==> src/rtl/network_tx_read_control_pkg.sv <==
// Shared constants for the per-port TX read controller: flag encodings,
// FSM state encoding and field widths.
package network_tx_read_control_pkg;

    localparam int unsigned BUFID_W = 9;
    localparam int unsigned OFF_W   = 7;
    localparam int unsigned ADDR_W  = BUFID_W + OFF_W;
    localparam int unsigned DATA_W  = 134;

    localparam logic [1:0] FLAG_HEAD   = 2'b01;
    localparam logic [1:0] FLAG_MID    = 2'b11;
    localparam logic [1:0] FLAG_TAIL   = 2'b10;
    localparam logic [1:0] FLAG_SINGLE = 2'b00;

    typedef enum logic [1:0] {
        NTX_IDLE    = 2'd0,
        NTX_READ    = 2'd1,
        NTX_DRAIN   = 2'd2,
        NTX_RELEASE = 2'd3
    } ntx_state_e;

    // True for the word that closes a packet (tail or single-word).
    function automatic logic is_last_flag(input logic [1:0] flag);
        logic last;
        case (flag)
            FLAG_HEAD, FLAG_MID:   last = 1'b0;
            FLAG_TAIL, FLAG_SINGLE: last = 1'b1;
            default:               last = 1'b0;
        endcase
        return last;
    endfunction

endpackage

==> src/rtl/network_tx_read_control_tracker.sv <==
// ntx_rd_tracker: RD_LATENCY-deep shift register marking which returned
// packet-memory words correspond to issued reads.
module ntx_rd_tracker #(
    parameter int unsigned RD_LATENCY = 2
) (
    input  logic i_clk,
    input  logic i_rst_n,
    input  logic i_rd,
    output logic o_valid,
    output logic o_drained
);

    localparam logic [RD_LATENCY-1:0] PEND_MASK = {RD_LATENCY{1'b1}} >> 1;

    logic [RD_LATENCY-1:0] r_sr;

    always_ff @(posedge i_clk or negedge i_rst_n) begin
        if (!i_rst_n) begin
            r_sr <= '0;
        end else begin
            r_sr <= (r_sr << 1) | RD_LATENCY'(i_rd);
        end
    end

    assign o_valid = r_sr[RD_LATENCY-1];
    // Drained: nothing beyond the word returning this cycle is still in flight.
    assign o_drained = !i_rd && ((r_sr & PEND_MASK) == '0);

endmodule

==> src/rtl/network_tx_read_control.sv <==
// Per-port TX read controller: fetches one buffered packet per bufid and
// streams it to the TX FIFO. Optional error counter under NTX_ERR_CNT_EN.
module network_tx_read_control
    import network_tx_read_control_pkg::*;
#(
    parameter int unsigned RD_LATENCY = 2,
    parameter int unsigned MAX_WORDS  = 128
) (
    input  logic                i_clk,
    input  logic                i_rst_n,
    input  logic [BUFID_W-1:0]  iv_pkt_bufid,
    input  logic                i_pkt_bufid_wr,
    output logic                o_pkt_bufid_ack,
    output logic [ADDR_W-1:0]   ov_pkt_raddr,
    output logic                o_pkt_rd,
    input  logic [DATA_W-1:0]   iv_pkt_rdata,
    output logic [DATA_W-1:0]   ov_data,
    output logic                o_data_wr,
    input  logic                i_tx_fifo_afull,
    output logic [BUFID_W-1:0]  ov_free_bufid,
    output logic                o_free_bufid_wr,
`ifdef NTX_ERR_CNT_EN
    output logic [15:0]         ov_err_cnt,
`endif
    output logic [1:0]          ov_ntx_state
);

    localparam logic [OFF_W-1:0] LAST_OFF = OFF_W'(MAX_WORDS - 1);

    ntx_state_e          r_state, w_next;
    logic [BUFID_W-1:0]  r_bufid;
    logic [OFF_W-1:0]    r_offset;
    logic [OFF_W-1:0]    r_ret_cnt;
    logic                r_tail_seen;
    logic [DATA_W-1:0]   r_data;
    logic                r_data_wr;

    logic w_rd, w_trk_valid, w_trk_drained;
    logic w_fwd, w_flag_last, w_over, w_last_word;

    ntx_rd_tracker #(.RD_LATENCY(RD_LATENCY)) u_tracker (
        .i_clk     (i_clk),
        .i_rst_n   (i_rst_n),
        .i_rd      (w_rd),
        .o_valid   (w_trk_valid),
        .o_drained (w_trk_drained)
    );

    assign w_rd        = (r_state == NTX_READ) && !i_tx_fifo_afull;
    assign w_fwd       = w_trk_valid && !r_tail_seen;
    assign w_flag_last = is_last_flag(iv_pkt_rdata[133:132]);
    // Word MAX_WORDS-1 always closes the packet, tail flag or not.
    assign w_over      = w_fwd && !w_flag_last && (r_ret_cnt == LAST_OFF);
    assign w_last_word = w_fwd && (w_flag_last || (r_ret_cnt == LAST_OFF));

    always_comb begin
        w_next = r_state;
        case (r_state)
            NTX_IDLE:    if (i_pkt_bufid_wr) w_next = NTX_READ;
            NTX_READ:    if (w_last_word || (w_rd && r_offset == LAST_OFF)) w_next = NTX_DRAIN;
            NTX_DRAIN:   if (w_trk_drained) w_next = NTX_RELEASE;
            NTX_RELEASE: w_next = NTX_IDLE;
            default:     w_next = NTX_IDLE;
        endcase
    end

    always_ff @(posedge i_clk or negedge i_rst_n) begin
        if (!i_rst_n) begin
            r_state     <= NTX_IDLE;
            r_bufid     <= '0;
            r_offset    <= '0;
            r_ret_cnt   <= '0;
            r_tail_seen <= 1'b0;
            r_data      <= '0;
            r_data_wr   <= 1'b0;
        end else begin
            r_state   <= w_next;
            r_data_wr <= w_fwd;
            if (r_state == NTX_IDLE && i_pkt_bufid_wr) begin
                r_bufid     <= iv_pkt_bufid;
                r_offset    <= '0;
                r_ret_cnt   <= '0;
                r_tail_seen <= 1'b0;
            end else begin
                if (w_rd)        r_offset    <= r_offset + 1'b1;
                if (w_fwd)       r_ret_cnt   <= r_ret_cnt + 1'b1;
                if (w_last_word) r_tail_seen <= 1'b1;
            end
            if (w_fwd) begin
                r_data <= w_over ? {FLAG_TAIL, iv_pkt_rdata[131:0]} : iv_pkt_rdata;
            end
        end
    end

`ifdef NTX_ERR_CNT_EN
    logic        w_drop;
    logic [1:0]  w_err_inc;
    logic [16:0] w_err_sum;
    logic [15:0] r_err_cnt;

    assign w_drop    = i_pkt_bufid_wr && (r_state != NTX_IDLE);
    assign w_err_inc = {1'b0, w_drop} + {1'b0, w_over};
    assign w_err_sum = {1'b0, r_err_cnt} + {15'd0, w_err_inc};

    always_ff @(posedge i_clk or negedge i_rst_n) begin
        if (!i_rst_n) r_err_cnt <= '0;
        else          r_err_cnt <= w_err_sum[16] ? '1 : w_err_sum[15:0];
    end

    assign ov_err_cnt = r_err_cnt;
`endif

    assign o_pkt_rd        = w_rd;
    assign ov_pkt_raddr    = {r_bufid, r_offset};
    assign ov_data         = r_data;
    assign o_data_wr       = r_data_wr;
    assign o_pkt_bufid_ack = (r_state == NTX_RELEASE);
    assign o_free_bufid_wr = (r_state == NTX_RELEASE);
    assign ov_free_bufid   = (r_state == NTX_RELEASE) ? r_bufid : '0;
    assign ov_ntx_state    = r_state;

endmodule

==> config.mk <==
export PLATFORM = sky130hd
export DESIGN_NAME = network_tx_read_control
export DESIGN_NICKNAME = d
export VERILOG_FILES = /design/src/rtl/network_tx_read_control_pkg.sv /design/src/rtl/network_tx_read_control_tracker.sv /design/src/rtl/network_tx_read_control.sv
export SDC_FILE = /design/constraint.sdc
export NUM_CORES = 1
export LEC_CHECK = 0
export BUFFER_PORTS_ARGS = -buffer_cell sky130_fd_sc_hd__buf_2
export CORE_AREA = 2 2 120 122
export DETAILED_ROUTE_END_ITERATION = 16
export DIE_AREA = 0 0 122 124
export PLACE_DENSITY = 0.78
export SETUP_SLACK_MARGIN = 0.3
export SYNTH_ARGS = -nofsm -noshare
export SYNTH_HDL_FRONTEND = slang
export SYNTH_SLANG_ARGS = --single-unit
==> constraint.sdc <==
create_clock -name i_clk -period 4.4 [get_ports i_clk]
set_input_delay 0.44 -clock i_clk [delete_from_list [all_inputs] [get_ports i_clk]]
set_output_delay 0.44 -clock i_clk [all_outputs]
set_load 0.01 [all_outputs]
==> metrics.md <==
| Metric | Value |
|---|---|
| Pwr dens | `774 nW/um2` |
| Leakage | `4.90 nW` |
| # setup viols final | `0` |
| RSZ-0062 raised after global routing | `no` |
| Critical path capture point type | `register` |
| Diodes inserted | `0` |
| Int Pwr | `4.26 mW` |
| DRT antenna net count | `0` |
| Final core occ | `0.635` |
| Slew HR | `0.349` |
| Clock Tree Root | `clkbuf_16` |
| Clock transition at path regs | `0.06 ns` |
| CORE AREA | `13700 um2` |
| Final period util | `0.598` |
| Worst setup path class | `reg2reg` |
| Post-synthesis cell type count | `30` |
| Yosys warnings | `0` |
| CTS tree | `yes` |
| First-pass GRT wire length | `25300 um` |
| Sw frac | `0.369` |
| Die X | `122 um` |
| Io pins | `312` |
| Die Y | `124 um` |
| R2R Path End | `ov_data[91]` |
| Synth-to-layout area growth | `35.3%` |
| Yosys top cell area share | `0.634` |
| Most frequent cell after synthesis | `nand2_1` |
| RePlAce Congestion | `0.790` |
| R2R Path Start | `r_tail_seen` |
| NetSw | `2.49 mW` |
| CP startpoint kind | `register` |
| Final worst path period need | `2.63 ns` |
| EDFF count, synth | `0` |
| Nets | `1142` |
| Total gr overflow | `0` |
| Number of buffers added for setup after CTS | `0` |
| Mapped Cells | `689` |
| Worst reg2reg setup slack | `1.77 ns` |
| CTS buffer count | `17` |
| Top FF cell, synth | `dfrtp_1` |
| Logic pwr share | `0.366` |
| Clock Latency Late Sink | `0.42 ns` |
| Post-route insts no fill | `1180` |
| Syn avg cell area | `9.34 um2` |
| Post-Route WL | `16700 um` |
| WP data required | `4.75 ns` |
| Fmax | `380 MHz` |
| Worst-Margin Slew | `0.976 ns` |
| H-tree depth | `4` |
| Most instantiated cells after synthesis | `nand2_1, dfrtp_1, buf_2` |
| All-Layer GR Usage | `0.217` |
| Seq/Total Area, Yosys | `0.634` |
| Clk network pwr share | `0.233` |
| DRT iter0 DRCs | `322` |
| Largest net degree at the start of global routing | `100` |
| Post-synthesis instance area | `6440 um2` |
| R2r worst-path depth | `5` |
| Via count of the first global-routing pass | `5177` |
| Area leader, netlist | `dfrtp_1` |
| Max-Cap Viols | `0` |
| Run status | `completed` |
| DR vias/cell | `4.70` |
| Total Neg Setup Slack | `0 ns` |
| Critical Path AT | `2.98 ns` |
| Row Count | `43` |
| Reg power frac | `0.401` |
| Hold Buf Count CTS | `0` |
| Post-Syn Nets | `843` |
| Clock Skews | `0.0122 ns` |
| Seq cells post-synth | `163` |
| Number of port buffers | `311` |
| Max-slew violation count | `0` |
| Hold Violations, Final | `0` |
| Layout fillers | `1198` |
| Detailed Routing Iterations Pass 1 | `4` |
| Dpl cells | `1149` |
| Top post-synthesis cells by area | `dfrtp_1, nand2_1, buf_2` |
| Post-CTS Resized | `0` |
| Layout cells sized above 1 | `0.361` |
| Post-synth ARST share | `1.00` |
| Maximum VDD drop | `0.332 mV` |
| HPWL Detailed | `11900 um` |
| Total die area | `15100 um2` |
| Worst Path Max Fanout | `99` |
| Residual DRC count | `0` |
| Hold crit path type | `in2async` |
| Routed wire length per instance | `14.1 um` |
| Starting Density | `0.469` |
| Vias | `5542` |
| Initial antenna violation count | `0` |
| Clock buffer depth | `2` |
| Sink Count | `163` |
==> stage by stage <==
stage	hold WS (ns)	cell area (um2)	worst slack [ns]	power, mW
after floorplan	0.144	6440	2.69	4.09
after global placement	0.366	8080	1.77	5.11
after detailed placement	0.367	8080	1.75	5.21
after CTS	0.0823	8710	1.74	6.80
after global routing	0.112	8710	1.52	7.24
final	0.0578	8710	1.77	6.74
==> flip-flops by register name (all words and copies together), names as in the netlist <==
name and flops:
r_offset 7, r_bufid 9, o_data_wr 1, r_ret_cnt 7, ov_data 134, r_tail_seen 1, u_tracker.r_sr 2, ov_ntx_state 2
==> area by class of cell <==
class	instances	area, um2	area share
clock buffer	20	457	0.0524
clock inverter	11	176	0.0203
inverter	5	21.3	0.00244
multi-input combinational	486	2160	0.248
sequential	163	4080	0.468
tap	180	225	0.0259
timing repair buffer	315	1590	0.183
==> cell usage in the layout (no fill, tap or decap), types with 6 or more instances in the layout <==
master	netlist	routed
nor2_1	19	19
ha_1	7	7
dfrtp_1	163	163
buf_2	22	310
nand2_1	405	405
and2_1	10	10
xor2_1	8	8
clkbuf_16	0	17
nand4_1	6	6
mux2_2	9	9
==> logic make-up after synthesis <==
kind of cell / count (synthesis) / share of synthesized area
compound gates: 6 / 0.00972
xor+xnor: 12 / 0.0163
fa+ha+maj: 7 / 0.0136
buf+inv: 40 / 0.0311
flops: 163 / 0.634
mux: 12 / 0.0212
simple gates: 449 / 0.274
==> power by group through the flow <==
stage / logic, mW / registers [mW] / clock network (mW)
after floorplan: 1.06 / 3.02 / 0
after global placement: 2.42 / 2.70 / 0
after detailed placement: 2.51 / 2.70 / 0
after CTS: 2.50 / 2.70 / 1.60
after global routing: 2.77 / 2.80 / 1.68
final: 2.47 / 2.70 / 1.57
==> metal layers <==
metal  part of all wire  vias up  global-route usage
met5                  0        -                   0
met3              0.075       21              0.0646
met1               0.41     2600               0.270
li1                   -     2703                   -
met4              0.017        0              0.0812
met2               0.50      218               0.361
==> worst max-delay path: stages, from the launching register on <==
cell and delay [ns]:
dfrtp_1 0.38, nand2b_4 0.52, inv_4 0.91, buf_4 0.52
nand2_1 0.13, nand2_1 0.07
==> worst max-delay path by stage <==
stage | start | cells past startpoint | end
6_report | r_tail_seen | 5 | ov_data[91]
4_1_cts | r_tail_seen | 5 | ov_data[91]
3_5_place_dp | r_tail_seen | 5 | ov_data[91]
5_1_grt | r_tail_seen | 5 | ov_data[88]
3_3_place_gp | r_tail_seen | 5 | ov_data[44]
2_1_floorplan | ov_ntx_state[1] | 7 | ov_ntx_state[1]
No activity file was read; power rests on OpenSTA's default activity.
